## config.mk

```make
export PLATFORM = sky130hd
export DESIGN_NAME = des_expand_keymix
export DESIGN_NICKNAME = d
export VERILOG_FILES = /design/src/rtl/des_expand_keymix.sv
export SDC_FILE = /design/constraint.sdc
export NUM_CORES = 1
export LEC_CHECK = 0
export ABC_AREA = 1
export BUFFER_PORTS_ARGS = -buffer_cell sky130_fd_sc_hd__buf_4
export CAP_MARGIN = 20
export CORE_AREA = 5 5 107 109
export CTS_BUF_LIST = sky130_fd_sc_hd__clkbuf_4 sky130_fd_sc_hd__clkbuf_8 sky130_fd_sc_hd__clkbuf_16
export DETAILED_ROUTE_END_ITERATION = 8
export DIE_AREA = 0 0 112 114
export PLACE_DENSITY_LB_ADDON = 0.1
export SETUP_SLACK_MARGIN = 0.1
export SYNTH_ARGS = -nofsm -noshare
export SYNTH_HDL_FRONTEND = slang
export SYNTH_SLANG_ARGS = --single-unit
```

## constraint.sdc

```tcl
create_clock -name i_clk -period 8.1 [get_ports i_clk]
set_input_delay 0.81 -clock i_clk [delete_from_list [all_inputs] [get_ports i_clk]]
set_output_delay 0.81 -clock i_clk [all_outputs]
set_load 0.005 [all_outputs]
```

## src/rtl/des_expand_keymix.sv

```systemverilog
// DES f-function front end: E expansion of R, XOR with the round subkey, 2-entry elastic buffer.
// Optional per-entry chunk parity output enabled by defining DES_KEYMIX_PARITY_EN.
module des_expand_keymix (
  input  logic        i_clk,
  input  logic        i_rst,
  input  logic        i_flush,
  input  logic        i_valid,
  output logic        o_ready,
  input  logic [31:0] i_r,
  input  logic [47:0] i_subkey,
  output logic        o_valid,
  input  logic        i_ready,
  output logic [47:0] o_sbox_in
`ifdef DES_KEYMIX_PARITY_EN
  ,
  output logic [7:0]  o_parity
`endif
);

  // Handshake: a beat transfers on a rising edge where valid and ready are both high.
  // o_ready/o_valid decode only the registered count, so i_ready never reaches o_ready.

  // Chunk k (0-based) takes DES bits 4k..4k+5 of R, with 0 wrapping to 32 and 33 to 1.
  function automatic logic [47:0] f_expand(input logic [31:0] r);
    logic [47:0] e;
    int          n;
    e = '0;
    for (int k = 0; k < 8; k++) begin
      for (int j = 0; j < 6; j++) begin
        n = 4 * k + j;
        if (n == 0)  n = 32;
        if (n == 33) n = 1;
        e[47 - 6 * k - j] = r[32 - n];
      end
    end
    return e;
  endfunction

  logic [47:0] r_mem [2];
  logic        r_wr_ptr;
  logic        r_rd_ptr;
  logic [1:0]  r_count;

  logic [47:0] w_mix;
  logic        w_accept;
  logic        w_deliver;

  assign w_mix     = f_expand(i_r) ^ i_subkey;
  assign o_ready   = (r_count != 2'd2) & ~i_rst;
  assign o_valid   = (r_count != 2'd0);
  assign w_accept  = i_valid & o_ready;
  assign w_deliver = o_valid & i_ready;
  assign o_sbox_in = o_valid ? r_mem[r_rd_ptr] : 48'h0;

  always_ff @(posedge i_clk or posedge i_rst) begin
    if (i_rst) begin
      r_mem[0] <= '0;
      r_mem[1] <= '0;
      r_wr_ptr <= 1'b0;
      r_rd_ptr <= 1'b0;
      r_count  <= 2'd0;
    end else if (i_flush) begin
      r_mem[0] <= '0;
      r_mem[1] <= '0;
      r_wr_ptr <= 1'b0;
      r_rd_ptr <= 1'b0;
      r_count  <= 2'd0;
    end else begin
      if (w_accept) begin
        r_mem[r_wr_ptr] <= w_mix;
        r_wr_ptr        <= ~r_wr_ptr;
      end
      if (w_deliver) r_rd_ptr <= ~r_rd_ptr;
      case ({w_accept, w_deliver})
        2'b10:   r_count <= r_count + 2'd1;
        2'b01:   r_count <= r_count - 2'd1;
        default: r_count <= r_count;
      endcase
    end
  end

`ifdef DES_KEYMIX_PARITY_EN
  logic [7:0] r_par [2];
  logic [7:0] w_par;

  always_comb begin
    w_par = '0;
    for (int k = 0; k < 8; k++) w_par[7 - k] = ^w_mix[47 - 6 * k -: 6];
  end

  assign o_parity = o_valid ? r_par[r_rd_ptr] : 8'h00;

  always_ff @(posedge i_clk or posedge i_rst) begin
    if (i_rst) begin
      r_par[0] <= '0;
      r_par[1] <= '0;
    end else if (i_flush) begin
      r_par[0] <= '0;
      r_par[1] <= '0;
    end else if (w_accept) begin
      r_par[r_wr_ptr] <= w_par;
    end
  end
`endif

endmodule

```

---- Word level (Yosys, flattened, before mapping) ----
Cells that the tools add are included.
word-level totals
  bits in registers ....................... 100
  bits in latches ......................... 0
  bits in writable memories ............... 0
  memory bits (read-only) ................. 0
  input bits .............................. 85
  output and inout bits ................... 50
  logic and storage cells ................. 42
  memories kept ........................... 0
operators by class
  add/sub/neg operators ................... 2
  multiply operators ...................... 0
  div/mod/pow operators ................... 0
  $lt $le $gt $ge ......................... 3
  eq/ne operators ......................... 3
  shift-type cells ........................ 0
  muxes and demuxes ....................... 15
  bitwise logic cells ..................... 9
  reductions and logical operators ........ 5
operators by type and width
  operator             number
  $mux 48              5
  $mux 96              2
  $bwmux 96            1
  $demux 48 s1         1
  $xor 48x48->48       1
  $reduce_bool 2->1    3
  $ge 2x2->1 const B   2
  $mux 1               4
  $not 1->2            2
  $pmux 2 s2           1
  $and 1x1->1          3
  $not 1->1            3
  $reduce_bool 3->1    1
  $add 2x1->2 const B  1
  $eq 2x1->1 const B   1
  $eq 2x2->1 const B   1
  $lt 2x1->1 const B   1
  $mux 2               1
  $ne 2x2->1 const B   1
  $sub 2x1->2 const B  1
  $logic_and 1x1->1    1

---- Longest topological paths before layout ----
Gate-level depths: netlist (run 1).
  depth in word-level cells ............... 8
  mapped depth ............................ 9
  mapped depth without buffers ............ 8

---- Worst setup path before layout (run 1) ----
No wires, ideal clock.
  path type ............................... in2reg
  from .................................... input port i_rst
  to ...................................... register r_mem[0] in the netlist's numbering
  library setup time ...................... 117 ps
  data arrival time ....................... 3,862 ps
  data required time ...................... 7,983 ps
  path slack .............................. 4,120 ps
  cell stages on the path ................. 8
  cells stage by stage .................... inv_1 > nand3_4 > nand2_4 > nand2_4 > buf_6 > buf_6 > nand2_1 > o21ai_2
between the ends
  longest elaborated chain between the ends .. 4
ends and longest elaborated chain
  item                                RTL line  source
  from (decl)                         5         input logic i_rst,
  $not 1->1                           49        assign o_ready = (r_count != 2'd2) & ~i_rst;
  $and 1x1->1                         49
  $and 1x1->1                         51        assign w_accept = i_valid & o_ready;
  $reduce_bool 2->1 (no source line)  n/a
  to (signal, indexed assignment)     70        r_mem[r_wr_ptr] <= w_mix;
  to (decl)                           39        logic [47:0] r_mem [2];
Every way passes these cells.
A chain may end at the register's enable or synchronous reset.

---- Worst setup path in the final report (run 1) ----
  from .................................... register r_rd_ptr
  to ...................................... output port o_sbox_in[3]
between the ends
  longest elaborated chain between the ends .. 5
ends and longest elaborated chain
  item                                         RTL line  source
  from (decl)                                  41        logic r_rd_ptr;
  from (signal assigned)                       73        if (w_deliver) r_rd_ptr <= ~r_rd_ptr;
  $not 1->2 (implied by the code)              53        assign o_sbox_in = o_valid ? r_mem[r_rd_ptr] : 48'h0;
  $mux 48 (implied by the code) (3 in series)  53
  $mux 48                                      53
  to (decl)                                    13        output logic [47:0] o_sbox_in
Every way passes these cells. The select of a mux whose other input is x is not followed.

==> results_dict.tcl, run 1 <==
set metrics [dict create \
    ys_top_cells_by_area "dfrtp_1 49%, nand2_1 19%, xor2_1 7.9%" \
    worst_slew_pin_slew_ns 0.9928 \
    whs_ns 0.3892 \
    design_area_sq_um 6362 \
    path_buf_inv 3 \
    layout.nets 836 \
    die_h_microns 114 \
    status "finished clean" \
    min_period_ns 3.735 \
    setup_viol 0 \
    wl_per_cell_microns 14.57 \
    worst_path_dominant_cell_family "buffers and inverters" \
    die_w_microns 112 \
    cpMaxStageDelayCell "dfrtp_2" \
    rows 38 \
    num_vias 4467 \
    fin_ws_ns 4.365 \
    avgViaCountPerCell 4.985 \
    routabilityCongestion 0.7604 \
    synth_top_area_share_pct 49.20 \
    pwr_density_cell_nw_per_um2 175.2 \
    crit_path_max_fanout 55 \
    numClockSinks 100 \
    fin_skew_ns 0.01087 \
    start_util_pct 48.40 \
    cts_root_buf "clkbuf_8" \
    num_io_pins 135 \
    die-area_sq_um 12770 \
    max_freq_ghz 0.2677 \
    syn_nets 719 \
    io_buffers 134 \
    grt_pass1_vias 4277 \
    hp-class "in -> async" \
    ys_ff_latch 100 \
    clk_pin_slew_worst_paths_ns 0.10 \
    dp.final_hpwl_microns 8524 \
    fin_util_pct 60.55 \
    grt_usage_pct 20.11 \
    syn_area_sq_um 5086 \
    n_antenna_cell 0 \
    core_area_sq_um 10510 \
    worstPathRequired_ns 7.29 \
    cp-end-kind "output pin" \
    tns_ns 0 \
    postCtsHoldBufs 0 \
    rrSetupSlack_ns 5.57 \
    min_period_over_period_pct 46.12 \
    grt_pass1_wl_microns 21050 \
    cp.arrival_ns 2.93 \
    crit_type "reg -> out" \
    power.leakage_nw 3.155 \
    ant_nets 0 \
    grt_max_degree 85 \
    crit_path_cell_trace "clkinv_1 > buf_4 > o21ai_0 > a21oi_1 > buf_4" \
    synthToLayoutAreaGrowth_pct 25.09 \
    post_dp_cell_area_sq_um 6108 \
    cp_slowest_stage_delay_ns 1.02 \
    cts_resized 0 \
    maxCapViolations 0 \
    routed_wl_microns 13060 \
    grt_overflow 0 \
    synth_top_area_cell "dfrtp_1" \
    crit_top_cell "buf_4" \
    pre_cts_slack_ns 4.768 \
    clock_path_buffers 2 \
    antenna_found_initial 0 \
    drtIter0Drc 269 \
    drive_gt1_share_pct 23.94 \
    synthDistinctLibCells 22 \
    ir_worst_vdd_v 0.00008889 \
    post_cts_buffers 0 \
    layout_commonest_cell "nand2_1" \
    startpoint_type "flop" \
    cts_made_buffers 9 \
    final_max_slew_viol_count 0 \
    cts_tree "yes" \
    layout_common_cells "261 x nand2_1, 136 x buf_4, 99 x dfrtp_1" \
    fillers 944 \
    netlist_instances 634 \
    finalHoldViolCount 0 \
    rsz0062_at_grt "false" \
    avgSynthCellArea_sq_um 8.022 \
    drtPass1Iterations 5 \
    yosysSeqAreaShare_pct 49.20 \
    yosys_warnings 0 \
    insertion_delay_ns 0.36 \
    htree_levels 3 \
    route.detailed.drc 0 \
    max_slew_margin_pct 33.81 \
]
## cells by family (layout without fill, tap and decap cells)
| group | count (synthesis) | after routing | share of synthesized area, % |
|---|---|---|---|
| xor gates and xnor gates | 48 | 48 | 8.266 |
| DFF | 100 | 100 | 49.20 |
| buffers and inverters | 72 | 194 | 6.420 |
| AOI/OAI and AO/OA | 130 | 130 | 13.75 |
| and+or+nand+nor | 284 | 284 | 22.36 |
## per-stage QoR
| step | power, mW | cells |
|---|---|---|
| floorplan | 0.7054 | 634 |
| CTS | 1.113 | 893 |
| global route | 1.175 | 896 |
| global placement | 0.8026 | 877 |
| finish | 1.115 | 896 |
| detailed placement | 0.8100 | 877 |
## layer usage
metal  vias to the layer above  routed length [microns]  track usage (%)
li1                       2222                        -                -
met1                      2110                     5994            27.99
met2                       120                     6246            33.25
met3                        15                      660            3.342
met4                         0                      152            4.808
met5                         -                        0                0
## path summary, 6_finish.rpt
kind / from / endpoint / cells past startpoint
hold reg to reg: r_mem[5] / r_mem[5] / 2
max in group asynchronous: i_rst / r_rd_ptr / 4
min in group i_clk: r_mem[5] / r_mem[5] / 2
setup / recovery: r_rd_ptr / o_sbox_in[3] / 5
setup reg to reg: r_rd_ptr / r_rd_ptr / 4
hold / removal: i_rst / r_mem[23] / 2
## flip-flops by register name, summed over array words and instances (netlist names)
signal / cells
r_wr_ptr: 1
r_rd_ptr: 1
r_count: 2
r_mem: 96
## worst reg2reg max path, cell delays in order (launching register included)
cell and delay (ns):
dfrtp_2 1.02, clkinv_1 0.71, buf_4 0.43, o21ai_0 0.19
a21oi_1 0.06
## cell usage after synthesis (all sizes together)
cell type and instances:
dfrtp 100, xnor2 2, inv 38, clkinv 1
buf 18, a21oi 49, o21ai 81, nor2 12
nand3 7, nand2 265, xor2 46, clkbuf 15
## cell type report
cell class	count	area, sq um	share of cell area (%)
timing repair buffer	139	1084	17.03
clock buffer	12	158.9	2.498
clock inverter	4	32.53	0.5113
tap	140	175.2	2.753
inverter	39	148.9	2.340
sequential	100	2504	39.35
multi-input combinational	462	2260	35.52
## report_power, final
part | leakage (nW) | internal [mW] | total, mW | switching (mW)
registers | 1.37 | 0.530 | 0.558 | 0.0281
logic | 1.69 | 0.0981 | 0.248 | 0.150
clock network | 0.0926 | 0.134 | 0.309 | 0.175
No activity file was read; power rests on OpenSTA's default activity.
==> run 2: changes to the inputs <==
--- a/config.mk
+++ b/config.mk
@@ -8,10 +8,10 @@
 export ABC_AREA = 1
 export BUFFER_PORTS_ARGS = -buffer_cell sky130_fd_sc_hd__buf_4
 export CAP_MARGIN = 20
-export CORE_AREA = 5 5 107 109
+export CORE_AREA = 5 5 109 111
 export CTS_BUF_LIST = sky130_fd_sc_hd__clkbuf_4 sky130_fd_sc_hd__clkbuf_8 sky130_fd_sc_hd__clkbuf_16
 export DETAILED_ROUTE_END_ITERATION = 8
-export DIE_AREA = 0 0 112 114
+export DIE_AREA = 0 0 114 116
 export PLACE_DENSITY_LB_ADDON = 0.1
 export SETUP_SLACK_MARGIN = 0.1
 export SYNTH_ARGS = -nofsm -noshare
==> constraint.sdc (replaced) <==
create_clock -name i_clk -period 3.2 [get_ports i_clk]
set_input_delay 0.32 -clock i_clk [delete_from_list [all_inputs] [get_ports i_clk]]
set_output_delay 0.32 -clock i_clk [all_outputs]
set_load 0.005 [all_outputs]
==> results_dict.tcl, run 2 (synthesis results as in run 1) <==
set metrics [dict create \
    dp.final_hpwl_microns 8696 \
    finalHoldViolCount 0 \
    cts_root_buf "clkbuf_8" \
    post_dp_cell_area_sq_um 6175 \
    max_freq_ghz 0.4163 \
    grt_pass1_vias 4268 \
    tns_ns 0 \
    rrSetupSlack_ns 1.07 \
    die-area_sq_um 13220 \
    rows 38 \
    clk_pin_slew_worst_paths_ns 0.10 \
    crit_path_max_fanout 26 \
    route.detailed.drc 0 \
    min_period_over_period_pct 75.07 \
    drive_gt1_share_pct 24.24 \
    htree_levels 3 \
    grt_usage_pct 19.45 \
    antenna_found_initial 0 \
    regMostFlops "r_mem" \
    design_area_sq_um 6347 \
    numClockSinks 100 \
    worst_slew_pin_slew_ns 0.8747 \
    crit_type "reg -> out" \
    routed_wl_microns 12780 \
    path_buf_inv 2 \
    grt_max_degree 71 \
    startpoint_type "flop" \
    wl_per_cell_microns 14.21 \
    insertion_delay_ns 0.36 \
    timing.rr.end "r_mem[43]" \
    post_cts_buffers 0 \
    synthToLayoutAreaGrowth_pct 24.80 \
    cp-end-kind "output pin" \
    fin_skew_ns 0.01224 \
    rsz0062_at_grt "false" \
    hp-class "in -> async" \
    routabilityCongestion 0.7829 \
    power.leakage_nw 3.150 \
    grt_pass1_wl_microns 20670 \
    final_max_slew_viol_count 0 \
    maxCapViolations 0 \
    layout_commonest_cell "nand2_1" \
    start_util_pct 47.54 \
    ir_worst_vdd_v 0.0003056 \
    cts_resized 0 \
    num_io_pins 135 \
    num_vias 4494 \
    ant_nets 0 \
    crit_path_cell_trace "inv_1 > nand2_1 > o21ai_0 > a21oi_1 > buf_4" \
    worstPathRequired_ns 2.88 \
    avgViaCountPerCell 4.999 \
    core_area_sq_um 10700 \
    die_h_microns 116 \
    r2r-start "r_count[0]" \
    cts_made_buffers 9 \
    layout_common_cells "261 x nand2_1, 141 x buf_4, 99 x dfrtp_1" \
    cp_slowest_stage_delay_ns 0.62 \
    place_inst 883 \
    min_period_ns 2.402 \
    clock_path_buffers 2 \
    rr_worst_depth 7 \
    postCtsHoldBufs 0 \
    drtIter0Drc 278 \
    cpMaxStageDelayCell "nand2_1" \
    setup.worst_path.start "r_count[1]" \
    n_antenna_cell 0 \
    worst_path_dominant_cell_family "simple AND/OR/NAND/NOR gates" \
    top_regs "r_mem: 96 flops, r_count: 2 flops" \
    drtPass1Iterations 5 \
    die_w_microns 114 \
    io_buffers 134 \
    cp.arrival_ns 2.08 \
    largest_reg_flops 96 \
    setup_viol 0 \
    finalPower_mw 2.768 \
    cts_tree "yes" \
    whs_ns 0.1042 \
    pwr_density_cell_nw_per_um2 436.1 \
    layout.nets 839 \
    finalNonFillerCells 899 \
    grt_overflow 0 \
    status "finished clean" \
    max_slew_margin_pct 41.69 \
]
-- run 2: cell count changes in the layout (fill, tap and decap cells not counted), sizes merged --
| cell | before | now |
|---|---|---|
| buf | 139 | 142 |
| clkbuf | 12 | 10 |
| clkinv | 2 | 4 |
| clkinvlp | 2 | 4 |
| inv | 39 | 37 |
-- run 2: cell type report --
type / instances / area, sq um
tap: 140 / 175.2
inverter: 39 / 150.1
clock inverter: 6 / 41.29
timing repair buffer: 142 / 1086
multi-input combinational: 462 / 2260
fill: 1005 / 4350
sequential: 100 / 2504
clock buffer: 10 / 131.4
-- run 2: how the worst max path moves through the flow --
stage / cells after the start / endpoint / slack, ns
6_report: 5 / o_sbox_in[41] / 0.80
5_1_grt: 5 / o_sbox_in[13] / 0.60
4_1_cts: 5 / o_sbox_in[41] / 0.78
3_5_place_dp: 6 / r_mem[43] / 1.03
3_3_place_gp: 5 / o_sbox_in[18] / 0.90
2_1_floorplan: 6 / r_mem[35] / 0.28
-- run 2: worst min-delay path: stages --
cell,delay (ns)
buf_4,0.13
clkinvlp_4,0.08
buf_4,0.36
-- run 2: power by group --
part / switching (mW) / total [mW] / internal (mW)
registers: 0.0415 / 1.38 / 1.34
clock network: 0.434 / 0.725 / 0.290
logic: 0.409 / 0.660 / 0.251
-- run 2: stage by stage --
step | util [%] | worst slack [ns]
after floorplan | - | 0.2826
after global placement | 57.46 | 0.9041
after detailed placement | 57.72 | 1.027
after CTS | 59.33 | 0.7771
after global routing | 59.33 | 0.6012
final | 59.33 | 0.7979
-- run 2: per-layer routing --
| layer | vias to the layer above | global-route usage, % | wire, microns |
|---|---|---|---|
| met3 | 8 | 3.238 | 804 |
| li1 | 2223 | - | - |
| met5 | - | 0 | 0 |
| met1 | 2116 | 26.16 | 5563 |
| met4 | 0 | 5.938 | 125 |
| met2 | 147 | 32.47 | 6283 |
==> run 3: changes to the inputs <==
--- a/config.mk
+++ b/config.mk
@@ -8,10 +8,10 @@
 export ABC_AREA = 1
 export BUFFER_PORTS_ARGS = -buffer_cell sky130_fd_sc_hd__buf_4
 export CAP_MARGIN = 20
-export CORE_AREA = 5 5 109 111
+export CORE_AREA = 5 5 107 109
 export CTS_BUF_LIST = sky130_fd_sc_hd__clkbuf_4 sky130_fd_sc_hd__clkbuf_8 sky130_fd_sc_hd__clkbuf_16
 export DETAILED_ROUTE_END_ITERATION = 8
-export DIE_AREA = 0 0 114 116
+export DIE_AREA = 0 0 112 114
 export PLACE_DENSITY_LB_ADDON = 0.1
 export SETUP_SLACK_MARGIN = 0.1
 export SYNTH_ARGS = -nofsm -noshare
==> constraint.sdc (replaced) <==
create_clock -name i_clk -period 2.4 [get_ports i_clk]
set_input_delay 0.24 -clock i_clk [delete_from_list [all_inputs] [get_ports i_clk]]
set_output_delay 0.24 -clock i_clk [all_outputs]
set_load 0.005 [all_outputs]
==> results_dict.tcl, run 3 (synthesis results as in run 1) <==
set metrics [dict create \
    drive_gt1_share_pct 24.97 \
    startpoint_type "flop" \
    insertion_delay_ns 0.35 \
    fin_util_pct 60.72 \
    start_util_pct 48.40 \
    die_h_microns 114 \
    avgViaCountPerCell 4.980 \
    cp-end-kind "output pin" \
    num_vias 4487 \
    largest_reg_flops 96 \
    switching_share_pct 30.47 \
    grt_usage_pct 20.79 \
    rr_worst_depth 7 \
    min_period_over_period_pct 84.33 \
    routed_wl_microns 12750 \
    drtPass1Iterations 5 \
    layout_commonest_cell "nand2_1" \
    maxCapViolations 0 \
    pwr-share-comb_pct 23.1 \
    cts_made_buffers 9 \
    antenna_found_initial 0 \
    drtIter0Drc 265 \
    rrSetupSlack_ns 0.60 \
    final_max_slew_viol_count 0 \
    num_io_pins 135 \
    power_frac_seq_pct 48.7 \
    dp.final_hpwl_microns 8666 \
    grt_pass1_vias 4519 \
    core_area_sq_um 10510 \
    crit_type "reg -> out" \
    cts_tree "yes" \
    worst_slew_pin_slew_ns 0.7273 \
    layout_common_cells "259 x nand2_1, 145 x buf_4, 99 x dfrtp_1" \
    finalNonFillerCells 901 \
    max_slew_margin_pct 51.51 \
    layout.nets 842 \
    setup_viol 0 \
    whs_ns 0.1657 \
    die_w_microns 112 \
    finalHoldViolCount 0 \
    place_inst 886 \
    routabilityCongestion 0.8097 \
    cts_root_buf "clkbuf_8" \
    synthToLayoutAreaGrowth_pct 25.44 \
    power.leakage_nw 3.170 \
    worstPathRequired_ns 2.16 \
    clk_pin_slew_worst_paths_ns 0.10 \
    critPathCapture "o_sbox_in[24]" \
    ir_worst_vdd_v 0.0002690 \
    rows 38 \
    grt_pass1_wl_microns 21730 \
    tns_ns 0 \
    ant_nets 0 \
    fin_skew_ns 0.01024 \
    status "finished clean" \
    io_buffers 134 \
    min_period_ns 2.024 \
    wl_per_cell_microns 14.15 \
    clock_path_buffers 2 \
    timing.rr.end "r_mem[32]" \
    postCtsHoldBufs 0 \
    numClockSinks 100 \
    route.detailed.drc 0 \
    pwr_density_cell_nw_per_um2 593.7 \
    regMostFlops "r_mem" \
    grt_overflow 0 \
    grt_max_degree 57 \
    switchingPower_mw 1.154 \
    pwr-share-clk_pct 28.2 \
    crit_path_max_fanout 26 \
    die-area_sq_um 12770 \
    ff_latch_area_sq_um 2504 \
    rsz0062_at_grt "false" \
    n_antenna_cell 0 \
    internal_power_mw 2.633 \
    hp-class "in -> async" \
    top_regs "r_mem: 96 flops, r_count: 2 flops" \
    r2r-start "r_count[0]" \
    cp.arrival_ns 1.78 \
    multi_input_area_sq_um 2265 \
    htree_levels 3 \
    max_freq_ghz 0.4941 \
    fillers 950 \
    setup.worst_path.start "r_count[1]" \
]
[run 3: cell count changes in the layout (fill, tap and decap cells not counted), sizes merged]
cell,before,now
clkbuf,10,11
clkinvlp,4,3
clkinv,4,2
bufinv,0,1
buf,142,145
[run 3: stage by stage]
| step | area [sq um] | setup slack [ns] | total power, mW |
|---|---|---|---|
| floorplan | 5134 | -0.3757 | 2.397 |
| global placement | 6182 | 0.5413 | 2.737 |
| detailed placement | 6182 | 0.4473 | 2.757 |
| CTS | 6380 | 0.3492 | 3.818 |
| global route | 6380 | 0.1990 | 4.009 |
| finish | 6380 | 0.3761 | 3.787 |
[run 3: critical path, cell delays in order, from the launching register on]
cell and delay [ns]:
dfrtp_1 0.45, inv_1 0.10, nand2_2 0.38, o21ai_0 0.17, a21oi_1 0.19, buf_4 0.14
[run 3: metal layers]
layer / track usage [%] / routed length (microns)
met2: 35.17 / 6296
met4: 6.811 / 195
met3: 3.077 / 686
met1: 27.71 / 5573
met5: 0 / 0
[run 3: worst min path at each step]
stage	start	to	slack (ns)
after floorplan	i_ready	r_rd_ptr	0.42
after global placement	r_mem[68]	r_mem[68]	0.45
after detailed placement	r_mem[77]	r_mem[77]	0.46
after CTS	i_r[22]	r_mem[81]	0.16
after global routing	i_subkey[38]	r_mem[86]	0.16
final	i_rst	r_mem[7]	0.17
[run 3: power groups by stage]
stage	combinational, mW	clock (mW)	sequential [mW]
global route	0.983	1.17	1.86
detailed placement	0.881	0	1.88
finish	0.874	1.07	1.84
floorplan	0.536	0	1.86
global placement	0.865	0	1.87
CTS	0.885	1.09	1.84
[run 3: timing repair]
item	4_1_cts	5_1_grt
setup endpoints to repair	5	0
setup buffers	0	0
gates resized for setup	1	0
[run 3: layout make-up]
cell class	instances	area share (%)
timing repair buffer	145	17.06
tap	140	2.746
multi-input combinational	462	35.50
clock inverter	4	0.7845
sequential	100	39.24
clock buffer	11	2.275
inverter	39	2.393
